**src/rtl/agu_sequencer_if.sv**
```systemverilog
// Descriptor handshake and AGU strobe bundle for agu_sequencer.
//  master : command-decoder side; drives the descriptor, beat_stall and abort
//  slave  : sequencer side; returns tr_ready, latched descriptor, AGU strobes,
//           busy and done
interface agu_sequencer_if #(
  parameter int unsigned LEN_W = 8
) ();
  logic             tr_valid;
  logic             tr_ready;
  logic [39:0]      tr_addresses;
  logic [3:0]       tr_control;
  logic [LEN_W-1:0] tr_length;
  logic             beat_stall;
  logic             abort;
  logic [39:0]      latch_tr_addresses;
  logic [3:0]       latch_tr_control;
  logic             clear_agu;
  logic             byte_gen_ldinit;
  logic             rc_gen_ldinit;
  logic             mem_gen_ldinit;
  logic             byte_gen_enable;
  logic             mem_gen_enable;
  logic             rc_gen_enable;
  logic             fb_gen_enable;
  logic             busy;
  logic             done;

  modport master (
    output tr_valid, tr_addresses, tr_control, tr_length, beat_stall, abort,
    input  tr_ready, latch_tr_addresses, latch_tr_control, clear_agu,
    input  byte_gen_ldinit, rc_gen_ldinit, mem_gen_ldinit,
    input  byte_gen_enable, mem_gen_enable, rc_gen_enable, fb_gen_enable,
    input  busy, done
  );

  modport slave (
    input  tr_valid, tr_addresses, tr_control, tr_length, beat_stall, abort,
    output tr_ready, latch_tr_addresses, latch_tr_control, clear_agu,
    output byte_gen_ldinit, rc_gen_ldinit, mem_gen_ldinit,
    output byte_gen_enable, mem_gen_enable, rc_gen_enable, fb_gen_enable,
    output busy, done
  );
endinterface

```
**src/rtl/agu_sequencer.sv**
```systemverilog
// AGU sequencer: accepts one transfer descriptor at a time, latches it, and
// steps the AGU through clear / load / per-beat increment phases so that at
// most one AGU strobe is high in any cycle.
//  sys_clk, sys_rst_n : clock, asynchronous active-low reset
//  bus (slave)        : descriptor handshake in, latched descriptor, AGU
//                       strobes, busy and done out
module agu_sequencer #(
  parameter int unsigned LEN_W = 8
) (
  input  logic            sys_clk,
  input  logic            sys_rst_n,
  agu_sequencer_if.slave  bus
);

  typedef enum logic [3:0] {
    StIdle, StClear, StLdByte, StLdRc, StLdMem,
    StBByte, StBMem, StBRc, StBFb, StDone
  } state_e;

  state_e           state_q, state_d;
  logic [LEN_W-1:0] count_q, count_d;
  logic [39:0]      addr_q, addr_d;
  logic [3:0]       ctl_q, ctl_d;
  logic             clear_q, clear_d;
  logic [2:0]       ld_q, ld_d;    // {mem, rc, byte}
  logic [3:0]       en_q, en_d;    // {fb, rc, mem, byte}
  logic             done_q, done_d;
  logic             busy_q, busy_d;

  logic in_idle, accept, stall, beat_end, abort_hit;

  assign in_idle   = (state_q == StIdle);
  assign accept    = in_idle && sys_rst_n && bus.tr_valid;
  assign stall     = bus.beat_stall;
  assign abort_hit = bus.abort && !in_idle;

  always_comb begin
    state_d  = state_q;
    count_d  = count_q;
    addr_d   = addr_q;
    ctl_d    = ctl_q;
    beat_end = 1'b0;

    unique case (state_q)
      StIdle: begin
        if (accept) begin
          addr_d  = bus.tr_addresses;
          ctl_d   = bus.tr_control;
          count_d = bus.tr_length;
          state_d = bus.tr_control[3] ? StClear : StLdByte;
        end
      end
      StClear:  state_d = StLdByte;
      StLdByte: state_d = StLdRc;
      StLdRc:   state_d = StLdMem;
      StLdMem:  state_d = (count_q == '0) ? StDone : StBByte;
      StBByte: begin
        if (!stall) state_d = StBMem;
      end
      StBMem: begin
        if (!stall) begin
          if (ctl_q[0])      state_d = StBRc;
          else if (ctl_q[2]) state_d = StBFb;
          else               beat_end = 1'b1;
        end
      end
      StBRc: begin
        if (!stall) begin
          if (ctl_q[2]) state_d = StBFb;
          else          beat_end = 1'b1;
        end
      end
      StBFb: begin
        if (!stall) beat_end = 1'b1;
      end
      StDone:  state_d = StIdle;
      default: state_d = StIdle;
    endcase

    // Last active sub-phase of a beat retires it; count never goes below zero.
    if (beat_end) begin
      if (count_q != '0) count_d = count_q - 1'b1;
      state_d = (count_q <= 1) ? StDone : StBByte;
    end

    if (abort_hit) state_d = StIdle;

    // Strobes are registered against the state being entered, so each one is
    // high exactly in the cycle its state is current. Abort re-clears the AGU.
    clear_d = (state_d == StClear) || abort_hit;
    ld_d    = {state_d == StLdMem, state_d == StLdRc, state_d == StLdByte};
    en_d    = {state_d == StBFb, state_d == StBRc, state_d == StBMem, state_d == StBByte};
    done_d  = (state_d == StDone);
    busy_d  = (state_d != StIdle);
  end

  always_ff @(posedge sys_clk or negedge sys_rst_n) begin
    if (!sys_rst_n) begin
      state_q <= StIdle;
      count_q <= '0;
      addr_q  <= '0;
      ctl_q   <= '0;
      clear_q <= 1'b0;
      ld_q    <= '0;
      en_q    <= '0;
      done_q  <= 1'b0;
      busy_q  <= 1'b0;
    end else begin
      state_q <= state_d;
      count_q <= count_d;
      addr_q  <= addr_d;
      ctl_q   <= ctl_d;
      clear_q <= clear_d;
      ld_q    <= ld_d;
      en_q    <= en_d;
      done_q  <= done_d;
      busy_q  <= busy_d;
    end
  end

  assign bus.tr_ready           = sys_rst_n && in_idle;
  assign bus.latch_tr_addresses = addr_q;
  assign bus.latch_tr_control   = ctl_q;
  assign bus.clear_agu          = clear_q;
  assign bus.byte_gen_ldinit    = ld_q[0];
  assign bus.rc_gen_ldinit      = ld_q[1];
  assign bus.mem_gen_ldinit     = ld_q[2];
  // A stall must suppress the increment in the very cycle it is seen, since the
  // state is held and the same sub-phase re-issues once the stall drops.
  assign bus.byte_gen_enable    = en_q[0] && !stall;
  assign bus.mem_gen_enable     = en_q[1] && !stall;
  assign bus.rc_gen_enable      = en_q[2] && !stall;
  assign bus.fb_gen_enable      = en_q[3] && !stall;
  assign bus.busy               = busy_q;
  assign bus.done               = done_q;

endmodule

```
**src/flat_wrapper.sv**
```systemverilog
// flat-port wrapper written by rule: the top's interface ports become plain ports
module agu_sequencer_flat 
#(
  parameter int unsigned LEN_W = 8
)
  (sys_clk, sys_rst_n, bus_tr_valid, bus_tr_addresses, bus_tr_control, bus_tr_length, bus_beat_stall, bus_abort, bus_tr_ready, bus_latch_tr_addresses, bus_latch_tr_control, bus_clear_agu, bus_byte_gen_ldinit, bus_rc_gen_ldinit, bus_mem_gen_ldinit, bus_byte_gen_enable, bus_mem_gen_enable, bus_rc_gen_enable, bus_fb_gen_enable, bus_busy, bus_done);
  agu_sequencer_if #(.LEN_W(LEN_W)) bus_i ();
  input  logic sys_clk;
  input  logic sys_rst_n;
  input wire logic [$bits(bus_i.tr_valid)-1:0] bus_tr_valid;
  input wire logic [$bits(bus_i.tr_addresses)-1:0] bus_tr_addresses;
  input wire logic [$bits(bus_i.tr_control)-1:0] bus_tr_control;
  input wire logic [$bits(bus_i.tr_length)-1:0] bus_tr_length;
  input wire logic [$bits(bus_i.beat_stall)-1:0] bus_beat_stall;
  input wire logic [$bits(bus_i.abort)-1:0] bus_abort;
  output wire logic [$bits(bus_i.tr_ready)-1:0] bus_tr_ready;
  output wire logic [$bits(bus_i.latch_tr_addresses)-1:0] bus_latch_tr_addresses;
  output wire logic [$bits(bus_i.latch_tr_control)-1:0] bus_latch_tr_control;
  output wire logic [$bits(bus_i.clear_agu)-1:0] bus_clear_agu;
  output wire logic [$bits(bus_i.byte_gen_ldinit)-1:0] bus_byte_gen_ldinit;
  output wire logic [$bits(bus_i.rc_gen_ldinit)-1:0] bus_rc_gen_ldinit;
  output wire logic [$bits(bus_i.mem_gen_ldinit)-1:0] bus_mem_gen_ldinit;
  output wire logic [$bits(bus_i.byte_gen_enable)-1:0] bus_byte_gen_enable;
  output wire logic [$bits(bus_i.mem_gen_enable)-1:0] bus_mem_gen_enable;
  output wire logic [$bits(bus_i.rc_gen_enable)-1:0] bus_rc_gen_enable;
  output wire logic [$bits(bus_i.fb_gen_enable)-1:0] bus_fb_gen_enable;
  output wire logic [$bits(bus_i.busy)-1:0] bus_busy;
  output wire logic [$bits(bus_i.done)-1:0] bus_done;
  assign bus_i.tr_valid = bus_tr_valid;
  assign bus_i.tr_addresses = bus_tr_addresses;
  assign bus_i.tr_control = bus_tr_control;
  assign bus_i.tr_length = bus_tr_length;
  assign bus_i.beat_stall = bus_beat_stall;
  assign bus_i.abort = bus_abort;
  assign bus_tr_ready = bus_i.tr_ready;
  assign bus_latch_tr_addresses = bus_i.latch_tr_addresses;
  assign bus_latch_tr_control = bus_i.latch_tr_control;
  assign bus_clear_agu = bus_i.clear_agu;
  assign bus_byte_gen_ldinit = bus_i.byte_gen_ldinit;
  assign bus_rc_gen_ldinit = bus_i.rc_gen_ldinit;
  assign bus_mem_gen_ldinit = bus_i.mem_gen_ldinit;
  assign bus_byte_gen_enable = bus_i.byte_gen_enable;
  assign bus_mem_gen_enable = bus_i.mem_gen_enable;
  assign bus_rc_gen_enable = bus_i.rc_gen_enable;
  assign bus_fb_gen_enable = bus_i.fb_gen_enable;
  assign bus_busy = bus_i.busy;
  assign bus_done = bus_i.done;
  agu_sequencer #(.LEN_W(LEN_W)) u_core (.sys_clk(sys_clk), .sys_rst_n(sys_rst_n), .bus(bus_i));
endmodule
```
**config.mk**
```make
export PLATFORM = sky130hd
export DESIGN_NAME = agu_sequencer_flat
export DESIGN_NICKNAME = d
export VERILOG_FILES = /design/src/rtl/agu_sequencer_if.sv /design/src/rtl/agu_sequencer.sv /design/src/flat_wrapper.sv
export SDC_FILE = /design/constraint.sdc
export NUM_CORES = 1
export LEC_CHECK = 0
export CAP_MARGIN = 20
export CORE_UTILIZATION = 40
export DETAILED_ROUTE_END_ITERATION = 10
export GPL_TIMING_DRIVEN = 0
export HOLD_SLACK_MARGIN = 0.02
export PLACE_DENSITY = 0.76
export SLEW_MARGIN = 20
export SYNTH_ARGS = -nofsm -noshare
export SYNTH_HDL_FRONTEND = slang
export SYNTH_SLANG_ARGS = --single-unit
```
**constraint.sdc**
```tcl
create_clock -name sys_clk -period 1.9 [get_ports sys_clk]
set_input_delay 0.38 -clock sys_clk [delete_from_list [all_inputs] [get_ports sys_clk]]
set_output_delay 0.38 -clock sys_clk [all_outputs]
set_load 0.02 [all_outputs]
```
# Word-level counts from Yosys, hierarchy flattened
# Index checks and enable logic that the tools add are counted.
[totals] out_inout_bits=55 elab_cells=65 in_bits=57 regBits=66
[op_classes] n_mux=22 n_eq_ne=17 add_sub_neg=1 n_reduce_logical=15 n_lt_le_gt_ge=1
[ops] cell="2-to-1 mux 4 bit" n=10
[ops] cell="one-hot mux 4 bit (9 select lines)" n=1
[ops] cell="== test 4 x 3 -> 1 bit, second input constant" n=8
[ops] cell="2-to-1 mux 8 bit" n=4
[ops] cell="== test 4 x 2 -> 1 bit, second input constant" n=4
[ops] cell="== test 4 bit, second input constant" n=3
[ops] cell="== test 4 x 1 -> 1 bit, second input constant" n=2
[ops] cell="<= comparator 8 x 1 -> 1 bit, second input constant" n=1
[ops] cell="zero test 8 bit" n=1
[ops] cell="nonzero test 8 bit" n=1
[ops] cell="subtractor 8 x 1 -> 8 bit, second input constant" n=1
[ops] cell="logical AND 1 bit" n=7
[ops] cell="2-to-1 mux 1 bit" n=5
[ops] cell="zero test 4 bit" n=1
[ops] cell="nonzero test 4 bit" n=1
[ops] cell="one-hot mux 1 bit (3 select lines)" n=1
[ops] cell="zero test 1 bit" n=2
[ops] cell="2-to-1 mux 2 bit" n=1
[ops] cell="AND reduction 2 bit" n=1
[ops] cell="logical OR 1 bit" n=1

# Logic depth before layout (Yosys ltp)
# Gate-level depths: netlist of the first run.
[logic_depth] depth_word=9 depth_mapped=9 ltp_nobuf=8

# Worst setup path after synthesis of the first run
# OpenSTA, ideal clock, no wires.
[synth_path] kind="register to register" startpoint="register u_core.count_q[0]" endpoint="register u_core.busy_q (netlist: u_core.bus.busy)" setup_ps=131 stages_incl_launch_ff=9 n_path_buf=0 setup_slack_ps=-167 required_ps=1769 arrival_ps=1935 synth_period_minus_slack_ps=2067 path_cell_list="dfrtp_1 inv_1 ha_1 nor4b_4 nand3_1 a32o_1 a32oi_4 nand2_2 or3_1"
[synth_between] elab_chain_len=6 elab_cells_between_ends=8 classes_between="order compare: 1; mux: 5; reduce/logical: 2"
[synth_lines] item="from (decl)" line_no="agu_sequencer.sv:21" text="logic [LEN_W-1:0] count_q, count_d;"
[synth_lines] item="from (signal assigned)" line_no="agu_sequencer.sv:110" text="count_q <= count_d;"
[synth_lines] item="parallel branches: the longest is 3 deep, another holds <= comparator 8 x 1 -> 1 bit"
[synth_lines] item="2-to-1 mux 4 bit *" line_no="agu_sequencer.sv:81" text="if (beat_end) begin"
[synth_lines] item="2-to-1 mux 4 bit *" line_no="agu_sequencer.sv:86" text="if (abort_hit) state_d = StIdle;"
[synth_lines] item="nonzero test 4 bit *" line_no="agu_sequencer.sv:94" text="busy_d = (state_d != StIdle);"
[synth_lines] item="named net u_core.busy_d" line_no="agu_sequencer.sv:28" text="logic busy_q, busy_d;"
[synth_lines] item="to (signal assigned)" line_no="agu_sequencer.sv:117" text="busy_q <= busy_d;"
[synth_lines] item="to (decl)" line_no="agu_sequencer.sv:28"
# Mark *: on every way through the listed nets, which the timed path passes.
# A chain may end at the register's enable or synchronous reset.

# Final worst setup path of the first run
[layout_path] startpoint="register u_core.state_q[2]" endpoint="register u_core.busy_q (netlist: u_core.bus.busy)"
[layout_between] elab_chain_len=8 elab_cells_between_ends=24 classes_between="eq/ne: 8; mux: 10; reduce/logical: 6"
[layout_lines] item="from (decl)" line_no="agu_sequencer.sv:20" text="state_e state_q, state_d;"
[layout_lines] item="from (signal assigned)" line_no="agu_sequencer.sv:99" text="state_q <= StIdle;"
[layout_lines] item="from (signal assigned)" line_no="agu_sequencer.sv:109" text="state_q <= state_d;"
[layout_lines] item="zero test 4 bit" line_no="agu_sequencer.sv:32, agu_sequencer.sv:44"
[layout_lines] item="logical AND 1 bit (2 in series)" line_no="agu_sequencer.sv:33" text="assign accept = in_idle && sys_rst_n && bus.tr_valid;"
[layout_lines] item="2-to-1 mux 4 bit" line_no="agu_sequencer.sv:46" text="if (accept) begin"
[layout_lines] item="one-hot mux 4 bit (9 select lines)" line_no="agu_sequencer.sv:44" text="unique case (state_q)"
[layout_lines] item="2-to-1 mux 4 bit" line_no="agu_sequencer.sv:81"
[layout_lines] item="2-to-1 mux 4 bit *" line_no="agu_sequencer.sv:86"
[layout_lines] item="named net u_core.state_d[0]" line_no="agu_sequencer.sv:20"
[layout_lines] item="nonzero test 4 bit *" line_no="agu_sequencer.sv:94"
[layout_lines] item="named net u_core.busy_d" line_no="agu_sequencer.sv:28"
# The timed path passes the listed nets; every way through them passes the cells marked *.

==> results of run 1 <==
[sequential cells by signal, summed over array words and instances (netlist names)]
register	flops
u_core.count_q	8
u_core.bus.latch_tr_addresses	40
u_core.en_q	4
u_core.bus.latch_tr_control	4
u_core.bus.done	1
u_core.bus.busy	1
u_core.ld_q	3
u_core.state_q	4
u_core.bus.clear_agu	1
[synthesized netlist by cell type (2+ instances only)]
| cell | n | area share (%) |
|---|---|---|
| nor2b_1 | 6 | 1.2 |
| buf_4 | 2 | 0.50 |
| dfrtp_1 | 66 | 55 |
| a211oi_1 | 3 | 0.75 |
| clkbuf_1 | 9 | 1.1 |
| nand2b_1 | 2 | 0.42 |
| nand2_1 | 137 | 17 |
| nor3_4 | 2 | 1.1 |
| a21oi_1 | 10 | 1.7 |
| nor3_1 | 14 | 2.3 |
| ha_1 | 2 | 0.83 |
| or3_1 | 5 | 1.0 |
| nand4_1 | 2 | 0.42 |
| nor2_1 | 12 | 1.5 |
| nand3_1 | 3 | 0.50 |
| clkinv_1 | 2 | 0.25 |
| o21ai_0 | 9 | 1.5 |
| buf_2 | 3 | 0.50 |
| inv_1 | 8 | 1.0 |
| a311oi_1 | 5 | 1.5 |
| a32oi_4 | 2 | 1.8 |
[kinds of logic (layout without fill, tap and decap cells)]
logic type                 count (synthesis)  after routing  share of synthesized area [%]
and+or+nand+nor                          193            193                          28.89
buffers and inverters                     26            181                          3.860
AOI/OAI and AO/OA                         41             41                          10.92
DFF                                       66             66                          54.79
adders and majority gates                  3              3                          1.204
muxes                                      1              1                         0.3321
[worst max-delay path, stage by stage (launching register included)]
cell      delay [ps]
dfrtp_1          440
buf_6            150
buf_4            150
o21ai_0          160
a221o_1          150
a21o_1           120
and2b_4          240
clkinv_4         100
or3_1            360
[area by class of cell]
type                    count  area (um^2)
well taps                  99        123.9
clock buffers              13        158.9
clock inverters             2        60.06
multi-input cells         238         1356
flip-flops and latches     66         1653
inverters                  10        45.04
fillers                   607         2390
repair buffers            141         1355
plain buffers              15        111.4
[worst max-delay path by stage]
stage / from / endpoint / slack (ps) / depth (start not counted)
2_1_floorplan: u_core.count_q[0]$_DFF_PN0_ / u_core.bus.busy$_DFF_PN0_ / -90 / 8
3_3_place_gp: sys_rst_n / u_core.bus.latch_tr_control[3]$_DFFE_PN0P_ / -3030 / 6
3_5_place_dp: bus_beat_stall / u_core.bus.busy$_DFF_PN0_ / -680 / 6
4_1_cts: u_core.count_q[0]$_DFF_PN0_ / u_core.bus.busy$_DFF_PN0_ / -70 / 8
5_1_grt: u_core.state_q[2]$_DFF_PN0_ / u_core.bus.busy$_DFF_PN0_ / -170 / 8
6_report: u_core.state_q[2]$_DFF_PN0_ / u_core.bus.busy$_DFF_PN0_ / -100 / 8
[power by group]
group          internal, mW  switching (mW)
Sequential             2.02           0.412
Clock                 0.806           0.501
Combinational          2.02            2.21
Total                  4.84            3.12
[through the flow]
step	cell area [um^2]	total power [mW]	hold WS, ps	std cells
final	4863	7.963	43.23	584
after global routing	4863	8.486	46.28	584
after CTS	4745	7.762	43.30	576
after detailed placement	4288	6.000	313.3	541
after global placement	4263	5.917	456.5	540
after floorplan	3028	4.459	84.41	330
[layer usage]
metal	vias up	GRT usage (%)	wire, um
met1	1339	26.48	3435
met3	13	5.784	422
met4	0	8.211	136
met5	-	0	0
li1	1382	-	-
met2	86	35.31	3996
[repair_timing]
| action | 4_1_cts | 5_1_grt |
|---|---|---|
| endpoints found under the setup margin | 65 | 30 |
| cloned | 0 | 0 |
| setup buffers | 20 | 8 |
| pin swaps | 9 | 7 |
| hold buffers | 1 | 0 |
| hold endpoints to repair | 21 | 0 |
| resized for setup | 31 | 31 |
==> metrics.txt, run 1 <==
status=finished, violations left; failing checks=setup timing; Distinct cells, synth=47; CP Data Arrival Time=roughly 2200 ps; PortBufs=approximately 110; setup violators final=6; Pwr Density=1637 mW/mm^2; post-synthesis sequential area ratio=54.79%; path category of the worst min-delay check=in -> async; dpl ws=-677.8 ps; worst-margin pin slew=564.5 ps; Antenna diodes=0; TritonCTS clock tree=done; Lkg Pwr=around 2.3 nW; FF-to-FF Start=u_core.state_q[2]$_DFF_PN0_; final setup skew=8.749 ps; prevailing post-synth register cell=dfrtp_1; Clk Tree Root Cell=clkbuf_8; first-pass GRT wire length=12.65 mm; Peak Freq=0.5009 GHz; relative slew slack=62.11%; RSZ-0062 raised after global routing=true; Mapped Cells=330; full die area=0.007886 mm^2; clock buffer depth=2; total number of vias=2820; Post-synth EDFFs=0; clock sink total=66; critical path required time=2100 ps; H-tree levels=3; vias in the first global route=2728; Nets=540; Setup WS post-layout=-96.51 ps; CORE AREA=0.007253 mm^2; share of layout cells above drive strength 1=roughly 19%; Mean Syn Cell Area=9.134 um^2; largest net degree at the start of global routing=48; total gr overflow=0; syn_nets=389; reg-to-reg endpoint=u_core.bus.busy$_DFF_PN0_; leading cell types in the layout, fill and taps excluded=nand2_1, clkdlybuf4s50_1, dfrtp_1; FF+latch count, synth=66; area delta synth->final=61.35%; clock-pin slew on the worst setup and hold paths=70 ps; clock latency on the worst-skew pair=330 ps; Synth warnings=0; I/O pins=between 100 and 150; Starting Density=41.56%; fin crit period=~2000 ps; Maximum Capacitance Violations=0; Initial DRC Count=127; type of origin of the critical path=register; flop2flop setup slack=-100 ps; fin util=67.05%; R2R cell count=8; initial antenna violation count=0; Post-synth ARST share=100.0%; drt drc=0; Final Max Tran Viols=0; FP Rows=31; die height=88.81 um; DRT Pass-1 Iters=4; via/cell ratio=4.829; placer congestion estimate=0.8148; CP endpoint kind=register; Syn Std Cell Area=~0.0030 mm^2; Critical Path Fanout Max=7; setup_tns=-214.4 ps; GR Util All Layers=21.27%; most common cell after layout, fill and taps aside=nand2_1; Final Cycle Share=105.1%; VDD IR max=between 0.8 and 0.9 mV; Final Hold Vio Count=0; Die Width=88.81 um; DP HPWL=5.450 mm; TritonCTS buffer count=9; Routed WL per cell=13.68 um; Crit Path Category=reg -> reg; Routed WL=7.991 mm; Post-DRT Antenna Nets=0
No activity file was read; power rests on OpenSTA's default activity.
==> run 2: changes to the inputs <==
CAP_MARGIN = default   (was 20)
==> results of run 2 <==
The final DEF is identical to that of run 1; final timing and power are the same.
==> run 3: changes to the inputs <==
GPL_TIMING_DRIVEN = default   (was 0)
HOLD_SLACK_MARGIN = 0.06   (was 0.02)
==> run 3 against run 2 <==
Net effect: the flow still finishes with violations (setup timing); utilization decreased by 1.1 points; clock power decreased by 15%; clock skew about the same; routed wire length up 0.40%; via count increased by 0.64%; fmax grew 2.5%; critical path type unchanged; critical endpoint unchanged; first-iteration DRC count grew 2.4%.
==> metrics.txt, run 3 (synthesis results as in run 1) <==
status=finished, violations left; failing checks=setup timing; worst-margin pin slew=666.9 ps; Post-DRT Antenna Nets=0; critical path required time=between 2000 and 2500 ps; fin crit period=1948 ps; Clk Tree Root Cell=clkbuf_8; number of flip-flops in the largest register=40; total number of vias=approximately 2800; area delta synth->final=58.66%; CP Launch Point=u_core.count_q[1]$_DFF_PN0_; Initial DRC Count=130; Peak Freq=approximately 0.51 GHz; die height=88.81 um; H-tree levels=3; first-pass GRT wire length=12.61 mm; most common cell after layout, fill and taps aside=nand2_1; via/cell ratio=approximately 4.9; clock sink total=66; share of layout cells above drive strength 1=a little under a fifth; type of origin of the critical path=register; largest net degree at the start of global routing=53; total gr overflow=0; Final Max Tran Viols=0; vias in the first global route=2790; Non-Filler Instances=just under 600; relative slew slack=a little under three fifths; FF-to-FF Start=u_core.count_q[1]$_DFF_PN0_; setup_tns=-173.6 ps; placed cells=561; TritonCTS clock tree=done; FP Rows=31; clock buffer depth=2; Starting Density=41.56%; full die area=0.007886 mm^2; Routed WL per cell=between 10 and 15 um; hold path startpoint=u_core.bus.latch_tr_addresses[21]$_DFFE_PN0P_; placer congestion estimate=around 0.88; clock-pin slew on the worst setup and hold paths=70 ps; final setup skew=8.715 ps; CP Data Arrival Time=2160 ps; Nets=536; PortBufs=111; CORE AREA=0.007253 mm^2; Lkg Pwr=2.222 nW; Maximum Capacitance Violations=0; path category of the worst min-delay check=reg -> reg; Pwr Density=1607 mW/mm^2; I/O pins=112; setup violators final=7; Final Hold Vio Count=0; Antenna diodes=0; GR Util All Layers=20.97%; DRT Pass-1 Iters=4; Fillers=608; CP endpoint kind=register; Final Cycle Share=102.5%; VDD IR max=0.8148 mV; initial antenna violation count=0; Crit Path Category=reg -> reg; Critical Path Fanout Max=2; Die Width=88.81 um; RSZ-0062 raised after global routing=true; DP HPWL=between 5 and 6 mm; clock latency on the worst-skew pair=roughly 330 ps; Setup WS post-layout=-47.67 ps; leading cell types in the layout, fill and taps excluded=nand2_1, clkdlybuf4s50_1, dfrtp_1; Routed WL=8.023 mm; TritonCTS buffer count=9; drt drc=0
[run 3: changes by cell type in the layout (fill, tap and decap cells not counted), sizes merged]
cell         delta
dlygate4sd3     +1
clkbuf         -12
bufinv          -1
buf             +3
clkinv          +1
clkinvlp        +3
[run 3: through the flow]
| step | hold WS, ps | power (mW) | worst slack [ps] | utilization [%] | instance area [um^2] |
|---|---|---|---|---|---|
| 3_3_place_gp | 371.2 | 6.216 | -372.0 | 61.46 | 4458 |
| 2_1_floorplan | 84.41 | 4.459 | -85.94 | - | 3028 |
| 3_5_place_dp | 369.9 | 6.346 | -419.7 | 61.46 | 4458 |
| 4_1_cts | 483.6 | 7.549 | -50.98 | 64.40 | 4671 |
| 5_1_grt | 498.2 | 8.180 | -143.3 | 65.93 | 4782 |
| 6_report | 475.7 | 7.684 | -47.67 | 65.93 | 4782 |
[run 3: what timing repair did]
action,4_1_cts,5_1_grt
pin swaps,3,12
resized for setup,13,25
hold buffers,1,0
endpoints found under the setup margin,15,17
hold endpoints to repair,14,0
setup buffers,0,4
[run 3: final timing paths]
kind	endpoint	slack, ps	cells after the start
worst max register to register	u_core.bus.busy$_DFF_PN0_	-50	8
worst min-delay path	u_core.bus.latch_tr_addresses[21]$_DFFE_PN0P_	480	2
worst min register to register	u_core.bus.latch_tr_addresses[21]$_DFFE_PN0P_	480	2
max in group asynchronous	u_core.count_q[6]$_DFF_PN0_	680	3
min in group asynchronous	u_core.bus.latch_tr_control[3]$_DFFE_PN0P_	540	3
worst max-delay path	u_core.bus.busy$_DFF_PN0_	-50	8
[run 3: report_power, final]
part | internal (mW) | total [mW] | leakage (nW) | switching (mW)
clock network | 0.589 | 1.12 | 0.0832 | 0.530
registers | 2.01 | 2.45 | 0.830 | 0.436
logic | 1.97 | 4.12 | 1.31 | 2.14
total | 4.57 | 7.68 | 2.22 | 3.11
[run 3: area by class of cell]
type | instances | area [um^2] | share of cell area [%]
clock inverter | 5 | 57.56 | 1.204
multi-input combinational | 238 | 1353 | 28.28
tap | 99 | 123.9 | 2.590
timing repair buffer | 152 | 1435 | 30.01
sequential | 66 | 1652 | 34.54
clock buffer | 9 | 123.9 | 2.590
inverter | 10 | 37.54 | 0.7849
[run 3: metal layers]
metal	global-route usage (%)	vias to the layer above	wire length [um]
li1	-	1377	-
met1	26.28	1353	3343
met2	34.41	93	3990
met3	4.571	15	542
met4	10.26	0	146
met5	0	-	0
[run 3: critical path, cell delays in order (launching register included)]
cell	delay (ps)
dfrtp_1	400
inv_2	90
ha_4	140
nor4b_4	250
nand3_1	120
a32o_2	250
a32oi_4	190
nand2_2	80
or3_1	310
==> variant (config.mk and constraints of run 1) <==
`addr_q` no longer has a reset.
--- a/src/rtl/agu_sequencer.sv
+++ b/src/rtl/agu_sequencer.sv
@@ -98,7 +98,6 @@
     if (!sys_rst_n) begin
       state_q <= StIdle;
       count_q <= '0;
-      addr_q  <= '0;
       ctl_q   <= '0;
       clear_q <= 1'b0;
       ld_q    <= '0;
@@ -108,7 +107,6 @@
     end else begin
       state_q <= state_d;
       count_q <= count_d;
-      addr_q  <= addr_d;
       ctl_q   <= ctl_d;
       clear_q <= clear_d;
       ld_q    <= ld_d;
@@ -116,6 +114,10 @@
       done_q  <= done_d;
       busy_q  <= busy_d;
     end
+  end
+
+  always_ff @(posedge sys_clk) begin
+    addr_q <= addr_d;
   end
 
   assign bus.tr_ready           = sys_rst_n && in_idle;
Check against the original RTL: differs if sys_rst_n is asserted again (counterexample within 4 cycles, from zero or initial values and one cycle with sys_rst_n low); with sys_rst_n held inactive, the same outputs for 10 cycles.
==> variant against run 1 <==
Sequential cell count is the same. Routed wire length down 7.9%. Count of clock-buffer cells in the layout down 2. Synthesized area is 8.0% lower. Design area decreased by 6.6%. Total power fell by 26%. Setup slack better by 0.16 ns. Largest power group unchanged. Worst hold slack better by 0.43 ns. Clock power up 8%. Highest routed layer unchanged. Largest cell class unchanged.
==> variant: results (changes against run 1) <==
Timing
  – Clock skew: 0.0118 ns (was 0.00875 ns)
  – Slew HR: 0.626 (was 0.621)

Worst setup path
  – Setup CP Type: flop to flop (unchanged)
  – Critical R2R Launch: u_core.bus.latch_tr_control[0]$_DFFE_PN0P_ (was u_core.state_q[2]$_DFF_PN0_)
  – Critical-path maximum fanout: 6 (was 7)
  – CP Data Arrival Time: 2.06 ns (was 2.20 ns)

Routing
  – Via Count: 2206 (was 2820)
  – DR pass1 iterations: 4 (unchanged)
  – Initial DRC count: 91 (was 127)
  – WL final: 7360 um (was 7990 um)

Yosys
  – EDFF count, synth: 40 (was 0)
  – Seq/Total Area, Yosys: 0.668 (was 0.548)
  – Synth warn: 0 (unchanged)
  – Cell variety after synth: 55 (was 47)
  – Top post-synthesis cells by area: edfxtp_1 (43%), dfrtp_1 (23%), nand2_1 (3.0%) (was dfrtp_1 (55%), nand2_1 (17%), nor3_1 (2.3%))
  – Syn_nets: 263 (was 389)
  – Asr flop ratio synth: 0.394 (was 1.00)
  – Top post-synthesis cells by count: edfxtp_1 (40), dfrtp_1 (26), nand2_1 (22) (was nand2_1 (137), dfrtp_1 (66), nor3_1 (14))

Pwr
  – Leak: 1.80 nW (was 2.28 nW)
  – VDD IR max: 593 uV (was 851 uV)

Placement
  – Post-detail-place hpwl: 4880 um (was 5450 um)
  – IO Port Bufs: 111 (unchanged)
  – GP Congestion: 0.863 (was 0.815)

Layout
  – Antenna cells: 0 (unchanged)
  – Max reg flops: 40 (unchanged)
  – Share of cells above drive strength 1: 0.222 (was 0.194)
  – Fillers: 444 (was 607)
  – Final nets: 405 (was 540)

Global routing
  – GRT overflow: 0 (unchanged)
  – First-pass GRT wire length: 10900 um (was 12600 um)
  – Vias in the first global route: 2065 (was 2728)
  – Initial antenna violation count: 0 (unchanged)
  – Largest net degree at the start of global routing: 27 (was 48)
  – GRT Total Usage: 0.203 (was 0.213)

Min path
  – Worst min path class: flop to flop (was input port to async pin)
  – HP Start: u_core.bus.latch_tr_control[1]$_DFFE_PN0P_

Clock tree
  – Root Buffer: clkbuf_8 (unchanged)
  – Clk Latency, worst-skew pair: 0.35 ns (was 0.33 ns)
  – Worst-path clk slew: 0.07 ns (about the same)
  – CTS max path bufs: 2 (unchanged)
  – CTS buffer count: 9 (unchanged)
  – H-tree lvl count: 3 (unchanged)

Status
  – Status: finished clean (was complete, but fails checks)
-- variant: layout make-up --
type                            instances  area, um^2  area share
Multi-Input combinational cell        123         978       0.215
Sequential cell                        66        1850       0.408
Timing Repair inverter                  1        8.76     0.00193
Buffer                                  8        70.1      0.0154
Timing Repair Buffer                  130        1260       0.278
Inverter                                7        38.8     0.00854
Clock inverter                          5         103      0.0226
Clock buffer                           11         131      0.0289
Tap cell                               77        96.3      0.0212
-- variant: worst paths after layout --
| path | endpoint | slack [ns] | depth (start not counted) |
|---|---|---|---|
| min in group asynchronous | u_core.bus.clear_agu$_DFF_PN0_ | 0.58 | 3 |
| max | u_core.en_q[0]$_DFF_PN0_ | 0.06 | 7 |
| min | u_core.bus.latch_tr_control[1]$_DFFE_PN0P_ | 0.48 | 2 |
| min reg2reg | u_core.bus.latch_tr_control[1]$_DFFE_PN0P_ | 0.48 | 2 |
| max in group asynchronous | u_core.state_q[1]$_DFF_PN0_ | 1.15 | 3 |
| max reg2reg | u_core.en_q[0]$_DFF_PN0_ | 0.06 | 7 |
-- variant: per-stage QoR --
stage          setup slack [ns]  setup TNS [ns]  instances   util  instance area (um^2)
3_3_place_gp              -1.35          -70.74        392  0.610                  3990
3_5_place_dp             -0.554          -19.93        392  0.610                  3980
6_report                 0.0592               0        428  0.695                  4540
4_1_cts                -0.00966        -0.00966        417  0.665                  4340
2_1_floorplan            0.0268               0        204      -                  2780
5_1_grt                 -0.0435          -0.129        428  0.695                  4540
-- variant: critical path, stage by stage (launching register included) --
cell     delay [ns]
dfrtp_1        0.44
nor2b_1        0.32
o32ai_4        0.13
buf_4          0.15
o41ai_4        0.35
buf_4          0.18
buf_4          0.11
nor3_1         0.04
-- variant: kinds of logic after synthesis --
kind of cell               after synthesis  synth area share
AOI/OAI and AO/OA                       44             0.134
xor gates and xnor gates                 1           0.00316
muxes                                    3            0.0113
DFF                                     66             0.668
adders and majority gates                2           0.00902
and+or+nand+nor                         73             0.149
buffers and inverters                   15            0.0266
-- variant: power by group --
part	internal [mW]	total [mW]	switching [mW]
Sequential	1.86	2.12	0.259
Clock	0.871	1.41	0.536
Combinational	1.19	2.37	1.19
-- variant: layer usage --
metal / routed length [um] / share of wire / up-vias / global-route usage
li1: - / - / 1041 / -
met1: 3090 / 0.42 / 1050 / 0.255
met2: 3550 / 0.48 / 104 / 0.328
met3: 615 / 0.084 / 11 / 0.0632
met4: 99 / 0.013 / 0 / 0.0848
met5: 0 / 0 / - / 0
-- variant: what timing repair did --
item                                    4_1_cts  5_1_grt
endpoints found under the setup margin       17       23
buffers inserted                              6       10
hold buffers                                  2        0
pin swaps                                     3        6
cloned                                        1        1
endpoints found under the hold margin        26        0
gates resized for setup                      21       25
